==> src/rtl/uart_feeder_pkg.sv <==
// uart_feeder_pkg
// Shared types and constants for the UART transmit feeder.
//   feeder_state_t : sequencer states (IDLE -> START -> WAIT -> IDLE)
//   BYTE_W         : width of one transmitted byte
package uart_feeder_pkg;

    localparam int BYTE_W = 8;

    typedef enum logic [1:0] {
        IDLE  = 2'd0,
        START = 2'd1,
        WAIT  = 2'd2
    } feeder_state_t;

endpackage

==> src/rtl/uart_tx_feeder_byte_fifo.sv <==
// byte_fifo
// Circular byte queue with a separate occupancy counter.
// Ports:
//   clk, reset : clock and synchronous active-high reset
//   push, din  : write request and data (ignored while full)
//   pop        : remove head entry (ignored while empty)
//   dout       : current head entry, combinational from the read pointer
//   level      : occupancy, 0..DEPTH
//   full/empty : level==DEPTH / level==0
module byte_fifo
    import uart_feeder_pkg::*;
#(
    parameter  int DEPTH = 16,
    localparam int PTR_W = $clog2(DEPTH),
    localparam int LVL_W = PTR_W + 1
) (
    input  logic              clk,
    input  logic              reset,
    input  logic              push,
    input  logic              pop,
    input  logic [BYTE_W-1:0] din,
    output logic [BYTE_W-1:0] dout,
    output logic [LVL_W-1:0]  level,
    output logic              full,
    output logic              empty
);

    logic [BYTE_W-1:0] r_mem [DEPTH];
    logic [PTR_W-1:0]  r_wr_ptr;
    logic [PTR_W-1:0]  r_rd_ptr;
    logic [LVL_W-1:0]  r_level;

    logic w_do_push;
    logic w_do_pop;

    // Guard the requests locally so the counter can never leave 0..DEPTH,
    // whatever the caller does.
    assign w_do_push = push && !full;
    assign w_do_pop  = pop && !empty;

    assign full  = (r_level == LVL_W'(DEPTH));
    assign empty = (r_level == '0);
    assign level = r_level;
    assign dout  = r_mem[r_rd_ptr];

    // Storage carries no reset; only the pointers define valid contents.
    always_ff @(posedge clk) begin
        if (w_do_push) begin
            r_mem[r_wr_ptr] <= din;
        end
    end

    // DEPTH is a power of two, so the pointers wrap by plain overflow.
    always_ff @(posedge clk) begin
        if (reset) begin
            r_wr_ptr <= '0;
            r_rd_ptr <= '0;
            r_level  <= '0;
        end else begin
            if (w_do_push) begin
                r_wr_ptr <= r_wr_ptr + PTR_W'(1);
            end
            if (w_do_pop) begin
                r_rd_ptr <= r_rd_ptr + PTR_W'(1);
            end
            case ({w_do_push, w_do_pop})
                2'b10:   r_level <= r_level + LVL_W'(1);
                2'b01:   r_level <= r_level - LVL_W'(1);
                default: r_level <= r_level;
            endcase
        end
    end

endmodule

==> src/rtl/uart_tx_feeder.sv <==
// uart_tx_feeder
// Flow-controlled byte queue that feeds a Uart8 transmitter one frame at a time.
// Ports:
//   clk, reset      : clock (shared with Uart8) and synchronous active-high reset
//   wrValid/wrData  : producer byte; accepted when wrReady (= !full)
//   level/empty/full: FIFO occupancy status
//   overflow        : 1-cycle pulse after a write was attempted while full (byte dropped)
//   txStart/txByte  : drive Uart8.txStart / Uart8.in; txByte is held while txStart is high
//   txBusy          : Uart8.txBusy, same clock domain
//   sent            : 1-cycle pulse when a frame has finished
//   timeoutErr      : 1-cycle pulse when Uart8 never acknowledged a start
module uart_tx_feeder
    import uart_feeder_pkg::*;
#(
    parameter  int DEPTH         = 16,
    parameter  int START_TIMEOUT = 65535,
    localparam int LVL_W         = $clog2(DEPTH) + 1
) (
    input  logic              clk,
    input  logic              reset,
    input  logic              wrValid,
    input  logic [BYTE_W-1:0] wrData,
    output logic              wrReady,
    output logic [LVL_W-1:0]  level,
    output logic              empty,
    output logic              full,
    output logic              overflow,
    output logic              txStart,
    output logic [BYTE_W-1:0] txByte,
    input  logic              txBusy,
    output logic              sent,
    output logic              timeoutErr
);

    localparam int CNT_W = $clog2(START_TIMEOUT + 1);
    // The counter starts at 0 on entry to START, so reaching this value
    // means txStart has been high for START_TIMEOUT cycles.
    localparam logic [CNT_W-1:0] CNT_LAST = CNT_W'(START_TIMEOUT - 1);

    feeder_state_t     r_state;
    feeder_state_t     w_state_next;
    logic [CNT_W-1:0]  r_cnt;
    logic [CNT_W-1:0]  w_cnt_next;
    logic [BYTE_W-1:0] r_tx_byte;
    logic [BYTE_W-1:0] w_tx_byte_next;
    logic              r_sent;
    logic              w_sent_next;
    logic              r_timeout_err;
    logic              w_timeout_err_next;
    logic              r_overflow;
    logic              w_pop;

    logic [BYTE_W-1:0] w_fifo_dout;
    logic [LVL_W-1:0]  w_fifo_level;
    logic              w_fifo_full;
    logic              w_fifo_empty;

    byte_fifo #(
        .DEPTH (DEPTH)
    ) u_fifo (
        .clk   (clk),
        .reset (reset),
        .push  (wrValid),
        .pop   (w_pop),
        .din   (wrData),
        .dout  (w_fifo_dout),
        .level (w_fifo_level),
        .full  (w_fifo_full),
        .empty (w_fifo_empty)
    );

    always_comb begin
        w_state_next       = r_state;
        w_cnt_next         = r_cnt;
        w_tx_byte_next     = r_tx_byte;
        w_sent_next        = 1'b0;
        w_timeout_err_next = 1'b0;
        w_pop              = 1'b0;

        case (r_state)
            IDLE: begin
                // A busy transmitter (e.g. a frame still running across a
                // reset) holds off the pop so the byte is not started early.
                if (!w_fifo_empty && !txBusy) begin
                    w_pop          = 1'b1;
                    w_tx_byte_next = w_fifo_dout;
                    w_cnt_next     = '0;
                    w_state_next   = START;
                end
            end
            START: begin
                // Acknowledge wins over a timeout landing in the same cycle.
                if (txBusy) begin
                    w_cnt_next   = '0;
                    w_state_next = WAIT;
                end else if (r_cnt == CNT_LAST) begin
                    w_cnt_next         = '0;
                    w_timeout_err_next = 1'b1;
                    w_state_next       = IDLE;
                end else begin
                    w_cnt_next = r_cnt + CNT_W'(1);
                end
            end
            WAIT: begin
                if (!txBusy) begin
                    w_sent_next  = 1'b1;
                    w_state_next = IDLE;
                end
            end
            default: begin
                w_state_next = IDLE;
            end
        endcase
    end

    always_ff @(posedge clk) begin
        if (reset) begin
            r_state       <= IDLE;
            r_cnt         <= '0;
            r_tx_byte     <= '0;
            r_sent        <= 1'b0;
            r_timeout_err <= 1'b0;
            r_overflow    <= 1'b0;
        end else begin
            r_state       <= w_state_next;
            r_cnt         <= w_cnt_next;
            r_tx_byte     <= w_tx_byte_next;
            r_sent        <= w_sent_next;
            r_timeout_err <= w_timeout_err_next;
            r_overflow    <= wrValid && w_fifo_full;
        end
    end

    assign txStart    = (r_state == START);
    assign txByte     = r_tx_byte;
    assign sent       = r_sent;
    assign timeoutErr = r_timeout_err;
    assign overflow   = r_overflow;
    assign wrReady    = !w_fifo_full;
    assign level      = w_fifo_level;
    assign empty      = w_fifo_empty;
    assign full       = w_fifo_full;

endmodule

==> config.mk <==
export PLATFORM = sky130hd
export DESIGN_NAME = uart_tx_feeder
export DESIGN_NICKNAME = d
export VERILOG_FILES = /design/src/rtl/uart_feeder_pkg.sv /design/src/rtl/uart_tx_feeder_byte_fifo.sv /design/src/rtl/uart_tx_feeder.sv
export SDC_FILE = /design/constraint.sdc
export NUM_CORES = 1
export LEC_CHECK = 0
export BUFFER_PORTS_ARGS = -buffer_cell sky130_fd_sc_hd__clkbuf_2
export CAP_MARGIN = 20
export CORE_MARGIN = 1.5
export CORE_UTILIZATION = 30
export DETAILED_ROUTE_END_ITERATION = 12
export PLACE_DENSITY_LB_ADDON = 0.08
export REMOVE_ABC_BUFFERS = 1
export SYNTH_ARGS = -nofsm -noshare
export SYNTH_HDL_FRONTEND = slang
export SYNTH_HIERARCHICAL = 1
export SYNTH_SLANG_ARGS = --single-unit
==> constraint.sdc <==
create_clock -name clk -period 4.2 [get_ports clk]
set_clock_uncertainty 0.05 [all_clocks]
set_input_delay 0 -clock clk [delete_from_list [all_inputs] [get_ports clk]]
set_output_delay 0 -clock clk [all_outputs]
set_load 0.005 [all_outputs]
; Word level (Yosys, flattened, before mapping)
; Memory sizes are Yosys's and may differ from the RTL's. A register that Yosys moved wholly into a read port is not among the register bits.
; Cells that the tools add are included.
[totals]
mem_count = 1
out_inout_bits = 20
mem_bits_rw = 128
regBits = 34
word_cells = 57
[mem_list]
columns = name, words, word_bits, rd, rd_ports_with_merged_regs, write_ports, line_no
row1 = u_fifo.r_mem, 16, 8, 1, 1, 1, uart_tx_feeder_byte_fifo.sv:28  ; logic [BYTE_W-1:0] r_mem [DEPTH];
[op_classes]
n_bitwise = 2
n_eq_ne = 9
n_reduce_logical = 16
n_addsub = 5
mux = 16
[ops]
columns = operator, count
row1 = $mux W16, 3
row2 = $pmux W16 S2, 1
row3 = $add A16 B1 Y16 const B, 1
row4 = $eq A16 B16 Y1 const B, 1
row5 = $pmux W5 S2, 1
row6 = $add A4 B1 Y4 const B, 2
row7 = $mux W2, 4
row8 = $mux W1, 6
row9 = $pmux W2 S3, 1
row10 = $add A5 B1 Y5 const B, 1
row11 = $eq A5 B5 Y1 const B, 1
row12 = $logic_not A5 Y1, 1
row13 = $sub A5 B1 Y5 const B, 1
row14 = $eq A2 B1 Y1 const B, 2
row15 = $eq A2 B2 Y1 const B, 2
row16 = $logic_and A1 B1 Y1, 4
row17 = $ne A2 B2 Y1 const B, 2
row18 = $reduce_and A2 Y1, 2
row19 = $reduce_bool A2 Y1, 2
row20 = $logic_not A1 Y1, 3
row21 = $ne A3 B1 Y1 const B, 1
row22 = $reduce_and A3 Y1, 1
row23 = $reduce_or A3 Y1, 1
row24 = $logic_not A2 Y1, 1
row25 = other kinds (2), 3

; Logic depth before layout (Yosys ltp)
; Gate-level depths: netlist of the first run.
[depth]
word_depth = 8
ltp_mapped = 16
ltp_nobuf = 12

; Modules after synthesis
; Netlist of the first run, hierarchy kept.
[by_module_without_submodules]
columns = module, n_inst, seq_area_each_um2, cells_per_inst, area_per_inst_um2
row1 = byte_fifo, 1, 4184.0, 330, 5891.9
row2 = uart_tx_feeder, 1, 580.6, 150, 1318.8

; Least setup slack after synthesis of the first run
; Ideal clock, no wire load.
[synth_path]
path_kind = register -> register
from = register u_fifo.r_level[1], in the netlist u_fifo/level[1]
to = register u_fifo.r_level[4], in the netlist u_fifo/level[4]
period_less_slack_ns = 3.226
setup_slack_ns = 0.974
n_path_buf = 4
t_arrival_ns = 3.046
t_required_ns = 4.021
path_stages_with_launch = 16
cell_sequence = dfxtp_1 buf_6 or4_4 buf_6 nor2_1 nor4_1 buf_2 o21ai_4 inv_1 ha_1 clkbuf_1 xor2_1 ha_1 o31ai_1 o22ai_1 nand4bb_1
[synth_via]
elab_chain_len = 8
word_cells_on_any_way = 15
[synth_rtl]
columns = item, line_no
row1 = start: declaration, uart_tx_feeder_byte_fifo.sv:31  ; logic [LVL_W-1:0] r_level;
row2 = start signal: assignment, uart_tx_feeder_byte_fifo.sv:67  ; 2'b10: r_level <= r_level + LVL_W'(1);
row3 = start signal: assignment, uart_tx_feeder_byte_fifo.sv:68  ; 2'b01: r_level <= r_level - LVL_W'(1);
row4 = start signal: assignment, uart_tx_feeder_byte_fifo.sv:69  ; default: r_level <= r_level;
row5 = $logic_not A5 Y1 (*), uart_tx_feeder_byte_fifo.sv:42  ; assign empty = (r_level == '0);
row6 = net empty, uart_tx_feeder.sv:25  ; output logic empty,
row7 = $logic_not A1 Y1 (*), uart_tx_feeder.sv:84  ; if (!w_fifo_empty && !txBusy) begin
row8 = $logic_and A1 B1 Y1 (*), uart_tx_feeder.sv:84
row9 = $mux W1 (*), uart_tx_feeder.sv:84
row10 = $mux W1 (*), uart_tx_feeder.sv:80  ; case (r_state)
row11 = net w_pop, uart_tx_feeder.sv:51  ; logic w_pop;
row12 = $logic_and A1 B1 Y1 (*), uart_tx_feeder_byte_fifo.sv:39  ; assign w_do_pop = pop && !empty;
row13 = net u_fifo.w_do_pop, uart_tx_feeder_byte_fifo.sv:34  ; logic w_do_pop;
row14 = $eq A2 B1 Y1 / $eq A2 B2 Y1 (equally long branches), uart_tx_feeder_byte_fifo.sv:66  ; case ({w_do_push, w_do_pop})
row15 = $pmux W5 S2 / $reduce_bool A2 Y1 (equally long branches), n/a
; Mark *: on every way through the listed nets, which the timed path passes. The rest lies on a longest branch.
; A chain may end at the register's enable or synchronous reset.

; Worst setup path after layout of the first run
[layout_path]
from = register u_fifo.r_level[2], in the netlist u_fifo/level[2]
to = register u_fifo.r_level[4], in the netlist u_fifo/level[4]
[layout_via]
elab_chain_len = 8
word_cells_on_any_way = 15
[layout_rtl]
columns = item, line_no
row1 = $logic_not A5 Y1 (*), uart_tx_feeder_byte_fifo.sv:42
row2 = $logic_not A1 Y1 (*), "uart_tx_feeder_byte_fifo.sv:39, uart_tx_feeder.sv:84"
row3 = $logic_and A1 B1 Y1, uart_tx_feeder.sv:84
row4 = $mux W1, uart_tx_feeder.sv:84
row5 = $mux W1, uart_tx_feeder.sv:80
row6 = $logic_and A1 B1 Y1 (*), uart_tx_feeder_byte_fifo.sv:39
row7 = net u_fifo.w_do_pop, uart_tx_feeder_byte_fifo.sv:34
row8 = $eq A2 B1 Y1 / $eq A2 B2 Y1 (equally long branches), uart_tx_feeder_byte_fifo.sv:66
row9 = $pmux W5 S2 / $reduce_bool A2 Y1 (equally long branches), n/a
; Marked as above.

==> results.txt, run 1 <==
----------------------------------------------------
[Yosys]
  Top area cells in the synthesized netlist ... sky130_fd_sc_hd__edfxtp_1 53%, sky130_fd_sc_hd__dfxtp_1 13%, sky130_fd_sc_hd__mux4_2 10%
  Seq/Total Area, Yosys ... 0.661
  Synthesized area divided by synthesized cell count ... 15.0 sq um
  Library cell occupying the most area in the post-synthesis netlist ... sky130_fd_sc_hd__edfxtp_1
  Cell count after synthesis ... 480
  Netlist Area Pre-Place ... 7210 sq um
  Total of flip-flops plus latches after synthesis ... 174
  Portion of synthesized cell area occupied by the leading cell type ... 0.533
  Post-synth EDFFs ... 128
  Share of synthesized registers carrying an async set or reset ... 0
  Synthesis warning total ... 6
  Yosys cell types ... 67
  Top_reg_cell synth ... sky130_fd_sc_hd__edfxtp_1

[Detailed routing]
  Vias/cell ... 4.79
  DR WL/cell ... 19.1 um
  Number of DRC markers after the initial detailed-route iteration ... 149
  Vias ... 4,060
  Post-detailed-routing wire length ... 16,200 um
  Number of routed nets with antenna violations ... 0
  First-pass detailed-route iteration total ... 4
  DRC violations left ... 0

[Clock tree]
  Post-CTS resize count ... 0
  Clock-pin slew on the worst setup and hold paths ... 0.08 ns
  Max Buffers Root-to-Sink ... 2
  Clock root buffer ... sky130_fd_sc_hd__clkbuf_16
  Sink count of the clock tree ... 174
  TritonCTS clock tree ... yes
  Clock latency on the worst-skew pair ... 0.43 ns
  CTS H-Tree Depth ... 4
  Inserted Clock Buffers ... 17

[Timing]
  Min Tclk post-route ... 3.47 ns
  Slew Limit Fails ... 0
  Final hold violation count ... 0
  RSZ-0062 raised after global routing ... no
  Final sum of negative setup slack ... 0 ns
  Slew margin rel. ... 0.335
  Final cycle utilization of the critical path ... 0.826
  Highest clock frequency the design can meet ... 288 MHz
  Worst-Margin Slew ... 0.993 ns
  Count of final setup violators ... 0

[Layout]
  Total of fill cells in the finished design ... 2,297
  Synthesis-to-layout area growth ... 16.2%
  Most common cell after layout, fill and taps aside ... sky130_fd_sc_hd__edfxtp_1
  Commonest cells after routing, fill and taps aside ... 128 x sky130_fd_sc_hd__edfxtp_1, 46 x sky130_fd_sc_hd__nor2_1, 45 x sky130_fd_sc_hd__dfxtp_1
  Post-Layout Inst Area ... 8380 sq um
  Share of layout cells above drive strength 1 ... 0.229
  Total Nets Final ... 538
  N_diodes ... 0
  Number of standard cells in the layout, taps in and fillers out ... 848

[Run status]
  Status ... finished, final reports clean

[Global route]
  Antenna violations before repair ... 0
  Number of global-route vias before repair ... 4,161
  Sum of overflow across all layers after global routing ... 0
  Global-route wire length before repair ... 24,700 um
  Overall fraction of global-route tracks in use ... 0.139
  Maximum number of pins on one net before global-route repair ... 37

[Power]
  Reported leakage power ... 2.77 nW
  Power per cell area ... 544 nW/um^2
  Peak ir drop on the vdd network ... 259 uV

[Hold path]
  Path category of the worst min-delay check ... in -> reg

[Worst setup path]
  Category of the worst setup path capture point ... flip-flop
  Launching element type of the critical path ... flip-flop
  Critical path data arrival time ... 3.73 ns
  Critical-path maximum fanout ... 13
  Kind of cell adding the most delay to the critical path ... simple AND/OR/NAND/NOR gates
  Cell chain of the critical path ... or4_4 > nor2_1 > nor4_2 > buf_4 > o21ai_4 > inv_1 > ha_1 > xor2_1 > ha_1 > o31ai_1 > o22ai_1 > nand4bb_1
  CP peak stage delay ... 0.62 ns
  Critical path buffers and inverters ... 2
  Required time worst endpoint ... 4.46 ns
  Critical-path top delay cell ... sky130_fd_sc_hd__or4_4
  CP dominant cell by count ... sky130_fd_sc_hd__ha_1
  Type of the worst setup path ... reg -> reg

[Floorplan]
  Die outline area ... 25,000 sq um
  Placement Rows ... 56
  Height of the die ... 158 um
  Effective utilization at floorplan ... 0.306
  Core area ... 23,500 sq um
  Top-Level Pins ... 32
  Horizontal die dimension ... 158 um

[Placement]
  Count of buffers from port buffering ... 31
  Inst Count DP ... 806
  Detailed placer's ending HPWL ... 10,400 um
  Placer Congestion ... 0.752
  Placed standard-cell area ... 7690 sq um

[Run]
  Max cap viols ... 0

----------------------------------------------------
-- cells by family (layout without fill, tap and decap cells) --
| logic type | Yosys count | after routing | synth area share |
|---|---|---|---|
| simple gates | 138 | 138 | 0.0994 |
| xor+xnor | 12 | 12 | 0.0146 |
| flops | 174 | 174 | 0.661 |
| fa+ha+maj | 10 | 10 | 0.0174 |
| mux | 45 | 45 | 0.118 |
| compound gates | 61 | 61 | 0.0652 |
| buf+inv | 40 | 89 | 0.0246 |
-- metal layers --
layer  vias to the layer above  part of all wire  GRT usage
li1                       1928                 -          -
met2                        62              0.51      0.238
met1                      2063              0.46      0.177
met5                         -                 0          0
met3                         7             0.030     0.0328
met4                         0            0.0079     0.0347
-- worst reg2reg max path: stages, from the launching register on --
cell and delay (ns):
sky130_fd_sc_hd__dfxtp_1 0.42, sky130_fd_sc_hd__or4_4 0.62, sky130_fd_sc_hd__nor2_1 0.29, sky130_fd_sc_hd__nor4_2 0.06, sky130_fd_sc_hd__buf_4 0.22, sky130_fd_sc_hd__o21ai_4 0.11
sky130_fd_sc_hd__inv_1 0.07, sky130_fd_sc_hd__ha_1 0.32, sky130_fd_sc_hd__xor2_1 0.20, sky130_fd_sc_hd__ha_1 0.25, sky130_fd_sc_hd__o31ai_1 0.39, sky130_fd_sc_hd__o22ai_1 0.15
sky130_fd_sc_hd__nand4bb_1 0.20
-- synth_stat cells, types with 2 or more instances --
master                      count
sky130_fd_sc_hd__nand3b_1       4
sky130_fd_sc_hd__nor4_1         3
sky130_fd_sc_hd__a21oi_1        6
sky130_fd_sc_hd__buf_6          2
sky130_fd_sc_hd__and3_1         3
sky130_fd_sc_hd__ha_1          10
sky130_fd_sc_hd__clkbuf_2       2
sky130_fd_sc_hd__o21a_1         2
sky130_fd_sc_hd__nand4_1        7
sky130_fd_sc_hd__nand2b_1       3
sky130_fd_sc_hd__a31oi_1        2
sky130_fd_sc_hd__nand2_1       25
sky130_fd_sc_hd__xor2_1         6
sky130_fd_sc_hd__o2111ai_1      2
sky130_fd_sc_hd__a22oi_1       16
sky130_fd_sc_hd__nor2b_1        4
sky130_fd_sc_hd__o22ai_1        2
sky130_fd_sc_hd__clkbuf_1      13
sky130_fd_sc_hd__inv_1         11
sky130_fd_sc_hd__nand3_1        6
sky130_fd_sc_hd__buf_2          8
sky130_fd_sc_hd__buf_1          3
sky130_fd_sc_hd__mux2i_1       13
sky130_fd_sc_hd__o21ai_0       10
sky130_fd_sc_hd__mux4_2        32
sky130_fd_sc_hd__or3_1          5
sky130_fd_sc_hd__edfxtp_1     128
sky130_fd_sc_hd__or4_1          4
sky130_fd_sc_hd__o31ai_1        2
sky130_fd_sc_hd__o311ai_0       2
sky130_fd_sc_hd__nor2_1        46
sky130_fd_sc_hd__xnor2_1        6
sky130_fd_sc_hd__nor3_1        13
sky130_fd_sc_hd__dfxtp_1       46
-- final cells by class --
class | count | area (sq um) | area share
clock buffers | 18 | 429 | 0.0512
multi-input cells | 266 | 2290 | 0.274
flip-flops and latches | 174 | 4770 | 0.569
inverters | 12 | 45.0 | 0.00537
clock inverters | 14 | 163 | 0.0194
repair buffers | 45 | 285 | 0.0340
well taps | 319 | 399 | 0.0476
-- state kept, by name, indices dropped and copies added, names as in the netlist, named ones only --
name and count:
r_cnt 16, txByte 8, u_fifo/r_rd_ptr 4, u_fifo/r_mem 128, u_fifo/level 5, overflow 1, sent 1, r_state 2
u_fifo/r_wr_ptr 4, timeoutErr 1
-- power by group --
| part | switching, mW | internal, mW |
|---|---|---|
| clock network | 0.760 | 0.807 |
| logic | 0.475 | 0.434 |
| registers | 0.141 | 1.95 |
| total | 1.38 | 3.19 |
-- timing repair --
item	CTS	global route
hold buffers	10	0
buffers inserted	0	0
hold endpoints to repair	114	0
-- worst paths after layout --
check                                      from  depth (start not counted)               to  slack [ns]
worst max-delay path            u_fifo/level[2]                         12  u_fifo/level[4]        0.73
worst min-delay path                      reset                          2         overflow        0.17
worst max register to register  u_fifo/level[2]                         12  u_fifo/level[4]        0.73
worst min register to register         r_cnt[6]                          2         r_cnt[6]        0.46
-- stage by stage --
step	setup slack, ns	power [mW]	utilization	hold WS (ns)
5_1_grt	0.533	4.80	0.356	0.226
2_1_floorplan	0.0519	2.72	-	0.0217
4_1_cts	0.758	4.65	0.356	0.177
3_3_place_gp	0.916	3.04	0.327	0.241
6_report	0.729	4.56	0.356	0.171
3_5_place_dp	0.782	3.05	0.327	0.239
Note: power is estimated with default switching activity, not from simulation.
==> inputs of run 2 (changes only) <==
clock period = 2.9 ns   (was 4.2 ns; I/O delays follow)
==> results.txt, run 2 (synthesis results as in run 1) <==
----------------------------------------------------
[Detailed routing]
  DRC violations left ... 0
  Number of routed nets with antenna violations ... 0
  Vias ... 4,214
  DR WL/cell ... 18.8 um
  Vias/cell ... 4.83
  Number of DRC markers after the initial detailed-route iteration ... 214
  First-pass detailed-route iteration total ... 4
  Post-detailed-routing wire length ... 16,400 um

[Power]
  Relative contribution of sequential cells to total power ... 0.433
  Power per cell area ... 785 nW/um^2
  Proportion of total power due to net switching ... 0.301
  Internal power ... 4.71 mW
  Relative contribution of the clock network to total power ... 0.337
  Peak ir drop on the vdd network ... 363 uV
  Total power of the final layout ... 6.74 mW
  Reported leakage power ... 2.89 nW
  Combinational share of power ... 0.230
  P_sw ... 2.03 mW

[Timing]
  Worst-Margin Slew ... 0.817 ns
  Final cycle utilization of the critical path ... 0.938
  Min Tclk post-route ... 2.72 ns
  Count of final setup violators ... 0
  Final hold violation count ... 0
  Slack of the critical path ... 0.178 ns
  Slew margin rel. ... 0.454
  RSZ-0062 raised after global routing ... no
  Final sum of negative setup slack ... 0 ns
  Worst slack on hold paths ... 0.0327 ns
  Slew Limit Fails ... 0
  Highest clock frequency the design can meet ... 367 MHz

[Floorplan]
  Top-Level Pins ... 32
  Placement Rows ... 56
  Die outline area ... 25,000 sq um
  Horizontal die dimension ... 158 um
  Height of the die ... 158 um
  Effective utilization at floorplan ... 0.306
  Core area ... 23,500 sq um

[Worst setup path]
  Launching element type of the critical path ... flip-flop
  Type of the worst setup path ... reg -> reg
  Required time worst endpoint ... 3.17 ns
  Critical path data arrival time ... 2.99 ns
  CP dominant cell by count ... sky130_fd_sc_hd__ha_2
  Category of the worst setup path capture point ... flip-flop
  Critical-path top delay cell ... sky130_fd_sc_hd__or4_4
  Cell chain of the critical path ... or4_4 > buf_4 > o21a_4 > inv_1 > ha_2 > xor2_1 > ha_2 > nand2_1 > o21ai_1 > nor3_1 > nand4bb_1
  Critical-path maximum fanout ... 6
  CP peak stage delay ... 0.57 ns

[Placement]
  Placer Congestion ... 0.712
  Count of buffers from port buffering ... 31
  Detailed placer's ending HPWL ... 10,500 um
  Post-Place Worst Slack ... 0.0585 ns

[Layout]
  Footprint of the flip-flops and latches ... 4770 sq um
  Commonest cells after routing, fill and taps aside ... 128 x sky130_fd_sc_hd__edfxtp_1, 45 x sky130_fd_sc_hd__nor2_1, 45 x sky130_fd_sc_hd__dfxtp_1
  Share of layout cells above drive strength 1 ... 0.265
  Number of flip-flops in the largest register ... 128
  Synthesis-to-layout area growth ... 19.0%
  Area of the multi-input gates ... 2290 sq um
  Most common cell after layout, fill and taps aside ... sky130_fd_sc_hd__edfxtp_1
  N_diodes ... 0
  Total of fill cells in the finished design ... 2,284
  Biggest register ... u_fifo/r_mem
  Final standard cell utilization of the core ... 0.365
  Total Nets Final ... 563

[Clock tree]
  Inserted Clock Buffers ... 17
  Sink count of the clock tree ... 174
  TritonCTS clock tree ... yes
  Post-CTS repair timing setup buffer count ... 0
  Clock-pin slew on the worst setup and hold paths ... 0.08 ns
  Clock root buffer ... sky130_fd_sc_hd__clkbuf_16
  Max Buffers Root-to-Sink ... 2
  CTS H-Tree Depth ... 4
  Clock latency on the worst-skew pair ... 0.44 ns

[Global route]
  Sum of overflow across all layers after global routing ... 0
  Overall fraction of global-route tracks in use ... 0.141
  Global-route wire length before repair ... 25,400 um
  Antenna violations before repair ... 0
  Met2 demand-to-capacity share in global routing ... 0.236
  Maximum number of pins on one net before global-route repair ... 33
  Global-route track usage on met3 ... 0.0331
  Number of global-route vias before repair ... 4,275
  GR peak layer ... met2
  Met1 track demand over resource ... 0.183

[Run]
  Max cap viols ... 0

[Hold path]
  Path category of the worst min-delay check ... in -> reg

[Run status]
  Status ... finished, final reports clean

----------------------------------------------------
run 2: cell count changes in the layout (fill, tap and decap cells not counted), sizes merged:
cell | previous run | this run
buf | 4 | 29
clkbuf | 49 | 48
clkinv | 5 | 8
inv | 21 | 19
run 2: final cells by class:
class	count	share of cell area
clock inverter	15	0.0190
sequential	174	0.555
clock buffer	17	0.0496
timing repair buffer	70	0.0580
inverter	12	0.00525
tap	319	0.0465
multi-input combinational	266	0.266
run 2: worst paths after layout:
kind	from	endpoint	slack [ns]	depth (start not counted)
worst min register to register	txByte[4]	txByte[4]	0.45	2
worst min-delay path	reset	overflow	0.03	2
worst max register to register	u_fifo/level[0]	u_fifo/level[4]	0.18	11
worst max-delay path	u_fifo/level[0]	u_fifo/level[4]	0.18	11
run 2: routing by layer:
metal / vias to the layer above / part of all wire
met5: - / 0
met4: 0 / 0.0084
met3: 8 / 0.039
met2: 93 / 0.49
met1: 2139 / 0.46
li1: 1974 / -
run 2: power by group through the flow:
stage	logic, mW	registers, mW	clock network (mW)
after global routing	1.71	2.94	2.43
after floorplan	0.872	3.07	0
after CTS	1.58	2.92	2.33
after global placement	1.55	2.97	0
final	1.55	2.92	2.27
after detailed placement	1.56	2.98	0
run 2: worst max-delay path, delay by kind of cell, from the launching register on:
| kind | cells | cell delay [ns] |
|---|---|---|
| flops | 1 | 0.32 |
| fa+ha+maj | 2 | 0.48 |
| simple gates | 4 | 0.89 |
| xor+xnor | 1 | 0.18 |
| compound gates | 2 | 0.43 |
| buf+inv | 2 | 0.25 |
run 2: through the flow:
| stage | cells | area, sq um |
|---|---|---|
| 3_5_place_dp | 831 | 7880 |
| 2_1_floorplan | 452 | 7080 |
| 3_3_place_gp | 831 | 7880 |
| 6_report | 873 | 8580 |
| 4_1_cts | 873 | 8570 |
| 5_1_grt | 873 | 8580 |
run 2: timing repair:
action	4_1_cts	5_1_grt
hold buffers	10	0
setup endpoints to repair	0	1
endpoints found under the hold margin	134	0
resized for setup	0	5
==> inputs of run 3 (changes only) <==
clock period = 2.6 ns   (was 2.9 ns; I/O delays follow)
==> results.txt, run 3 (synthesis results as in run 1) <==
----------------------------------------------------
[Run status]
  Status ... complete, but fails checks
  Violations in the final reports ... hold timing

[Worst setup path]
  Launching element type of the critical path ... flip-flop
  CP peak stage delay ... 0.55 ns
  Reg-to-reg startpoint ... u_fifo/level[2]
  Instance count on the critical path ... 11
  Register-to-register path setup slack ... 0.05 ns
  Worst setup path startpoint ... u_fifo/level[2]
  Cell chain of the critical path ... or4_4 > buf_6 > o21a_4 > inv_2 > ha_4 > xor2_1 > ha_2 > nand2_2 > o21ai_4 > nor3_2 > nand4bb_1
  Kind of cell adding the most delay to the critical path ... simple AND/OR/NAND/NOR gates
  Critical-path maximum fanout ... 4
  Category of the worst setup path capture point ... flip-flop
  Critical path data arrival time ... 2.80 ns
  Critical-path top delay cell ... sky130_fd_sc_hd__or4_4
  Worst r2r path cells ... 11
  Type of the worst setup path ... reg -> reg
  Required time worst endpoint ... 2.85 ns
  Critical path buffers and inverters ... 2
  Timing endpoint of the critical path ... u_fifo/level[4]
  End of the worst register-to-register path ... u_fifo/level[4]

[Timing]
  Worst-Margin Slew ... 1.01 ns
  Final cycle utilization of the critical path ... 0.982
  Min Tclk post-route ... 2.55 ns
  Slew margin rel. ... 0.327
  Worst slack on hold paths ... -0.0103 ns
  Final sum of negative setup slack ... 0 ns
  Slack of the critical path ... 0.0462 ns
  Count of final setup violators ... 0
  Highest clock frequency the design can meet ... 392 MHz
  Final hold violation count ... 12
  RSZ-0062 raised after global routing ... yes
  Slew Limit Fails ... 0

[Layout]
  Total of fill cells in the finished design ... 2,308
  Number of standard cells in the layout, taps in and fillers out ... 872
  Post-Layout Inst Area ... 8620 sq um
  Area of the multi-input gates ... 2350 sq um
  Most common cell after layout, fill and taps aside ... sky130_fd_sc_hd__edfxtp_1
  Number of flip-flops in the largest register ... 128
  Biggest register ... u_fifo/r_mem
  N_diodes ... 0
  Footprint of the flip-flops and latches ... 4770 sq um
  Commonest cells after routing, fill and taps aside ... 128 x sky130_fd_sc_hd__edfxtp_1, 45 x sky130_fd_sc_hd__nor2_1, 44 x sky130_fd_sc_hd__dfxtp_1
  Share of layout cells above drive strength 1 ... 0.278
  Total Nets Final ... 562
  Synthesis-to-layout area growth ... 19.6%
  Final standard cell utilization of the core ... 0.366

[Placement]
  Inst Count DP ... 830
  Detailed placer's ending HPWL ... 10,700 um
  Placer Congestion ... 0.730
  Count of buffers from port buffering ... 31
  Post-Place Worst Slack ... -0.120 ns
  Placed standard-cell area ... 7880 sq um

[Floorplan]
  Die outline area ... 25,000 sq um
  Height of the die ... 158 um
  Effective utilization at floorplan ... 0.306
  Top-Level Pins ... 32
  Placement Rows ... 56
  Horizontal die dimension ... 158 um
  Core area ... 23,500 sq um

[Clock tree]
  Inserted Clock Buffers ... 17
  Clock latency on the worst-skew pair ... 0.43 ns
  Clock root buffer ... sky130_fd_sc_hd__clkbuf_16
  CTS H-Tree Depth ... 4
  Max Buffers Root-to-Sink ... 2
  TritonCTS clock tree ... yes
  Sink count of the clock tree ... 174
  Clock-pin slew on the worst setup and hold paths ... 0.07 ns

[Detailed routing]
  Post-detailed-routing wire length ... 16,500 um
  Number of routed nets with antenna violations ... 0
  DRC violations left ... 0
  DR WL/cell ... 18.9 um
  Vias ... 4,176
  First-pass detailed-route iteration total ... 4
  Number of DRC markers after the initial detailed-route iteration ... 227
  Vias/cell ... 4.79

[Global route]
  Number of global-route vias before repair ... 4,266
  Sum of overflow across all layers after global routing ... 0
  Maximum number of pins on one net before global-route repair ... 33
  Overall fraction of global-route tracks in use ... 0.141
  Antenna violations before repair ... 0
  Global-route wire length before repair ... 25,200 um

[Hold path]
  Path category of the worst min-delay check ... in -> reg

[Power]
  Peak ir drop on the vdd network ... 302 uV
  Reported leakage power ... 2.88 nW
  Power per cell area ... 882 nW/um^2

[Run]
  Max cap viols ... 0

----------------------------------------------------
## run 3: changes by cell type in the layout (fill, tap and decap cells not counted), moves of 2 or more
| cell | previous run | this run |
|---|---|---|
| sky130_fd_sc_hd__inv_6 | 0 | 6 |
| sky130_fd_sc_hd__inv_8 | 8 | 3 |
| sky130_fd_sc_hd__clkinv_4 | 4 | 1 |
| sky130_fd_sc_hd__ha_4 | 0 | 2 |
| sky130_fd_sc_hd__nor3_1 | 13 | 11 |
| sky130_fd_sc_hd__nor3_2 | 0 | 2 |
## run 3: per-stage QoR
stage / hold WS, ns / total power, mW
after global routing: 0.0211 / 8.00
final: -0.0103 / 7.60
after CTS: 0.00178 / 7.67
after floorplan: 0.0217 / 4.40
after detailed placement: 0.247 / 5.15
after global placement: 0.243 / 5.13
## run 3: final cells by class
cell class / instances / share of cell area
Clock inverter: 15 / 0.0168
Clock buffer: 17 / 0.0493
Inverter: 12 / 0.00522
Timing Repair Buffer: 69 / 0.0570
Multi-Input combinational cell: 266 / 0.272
Tap cell: 319 / 0.0463
Sequential cell: 174 / 0.553
## run 3: worst min path at each step
stage	start	end	cells past startpoint
after floorplan	reset	overflow	1
after global placement	txBusy	sent	2
after detailed placement	txBusy	sent	2
after CTS	wrData[1]	u_fifo/r_mem[14][1]	1
after global routing	wrData[0]	u_fifo/r_mem[7][0]	1
final	wrData[0]	u_fifo/r_mem[5][0]	1
## run 3: report_power, final
part	switching, mW	internal, mW
clock network	1.19	1.27
registers	0.103	3.14
logic	0.968	0.926
total	2.26	5.34
## run 3: what timing repair did
item | 4_1_cts | 5_1_grt
endpoints found under the setup margin | 1 | 5
setup buffers | 0 | 1
hold buffers | 8 | 1
cloned | 0 | 0
pin swaps | 0 | 9
hold endpoints to repair | 93 | 7
resized for setup | 6 | 11
## run 3: per-layer routing
metal / global-route usage / wire length (um) / vias up
met4: 0.0387 / 107 / 0
met5: 0 / 0 / -
met1: 0.178 / 7460 / 2097
met2: 0.242 / 8230 / 91
li1: - / - / 1982
met3: 0.0326 / 698 / 6
## run 3: worst reg2reg max path, cell delays in order, from the launching register on
cell,delay (ns)
sky130_fd_sc_hd__dfxtp_2,0.32
sky130_fd_sc_hd__or4_4,0.55
sky130_fd_sc_hd__buf_6,0.15
sky130_fd_sc_hd__o21a_4,0.19
sky130_fd_sc_hd__inv_2,0.06
sky130_fd_sc_hd__ha_4,0.17
sky130_fd_sc_hd__xor2_1,0.16
sky130_fd_sc_hd__ha_2,0.26
sky130_fd_sc_hd__nand2_2,0.09
sky130_fd_sc_hd__o21ai_4,0.19
sky130_fd_sc_hd__nor3_2,0.05
sky130_fd_sc_hd__nand4bb_1,0.18
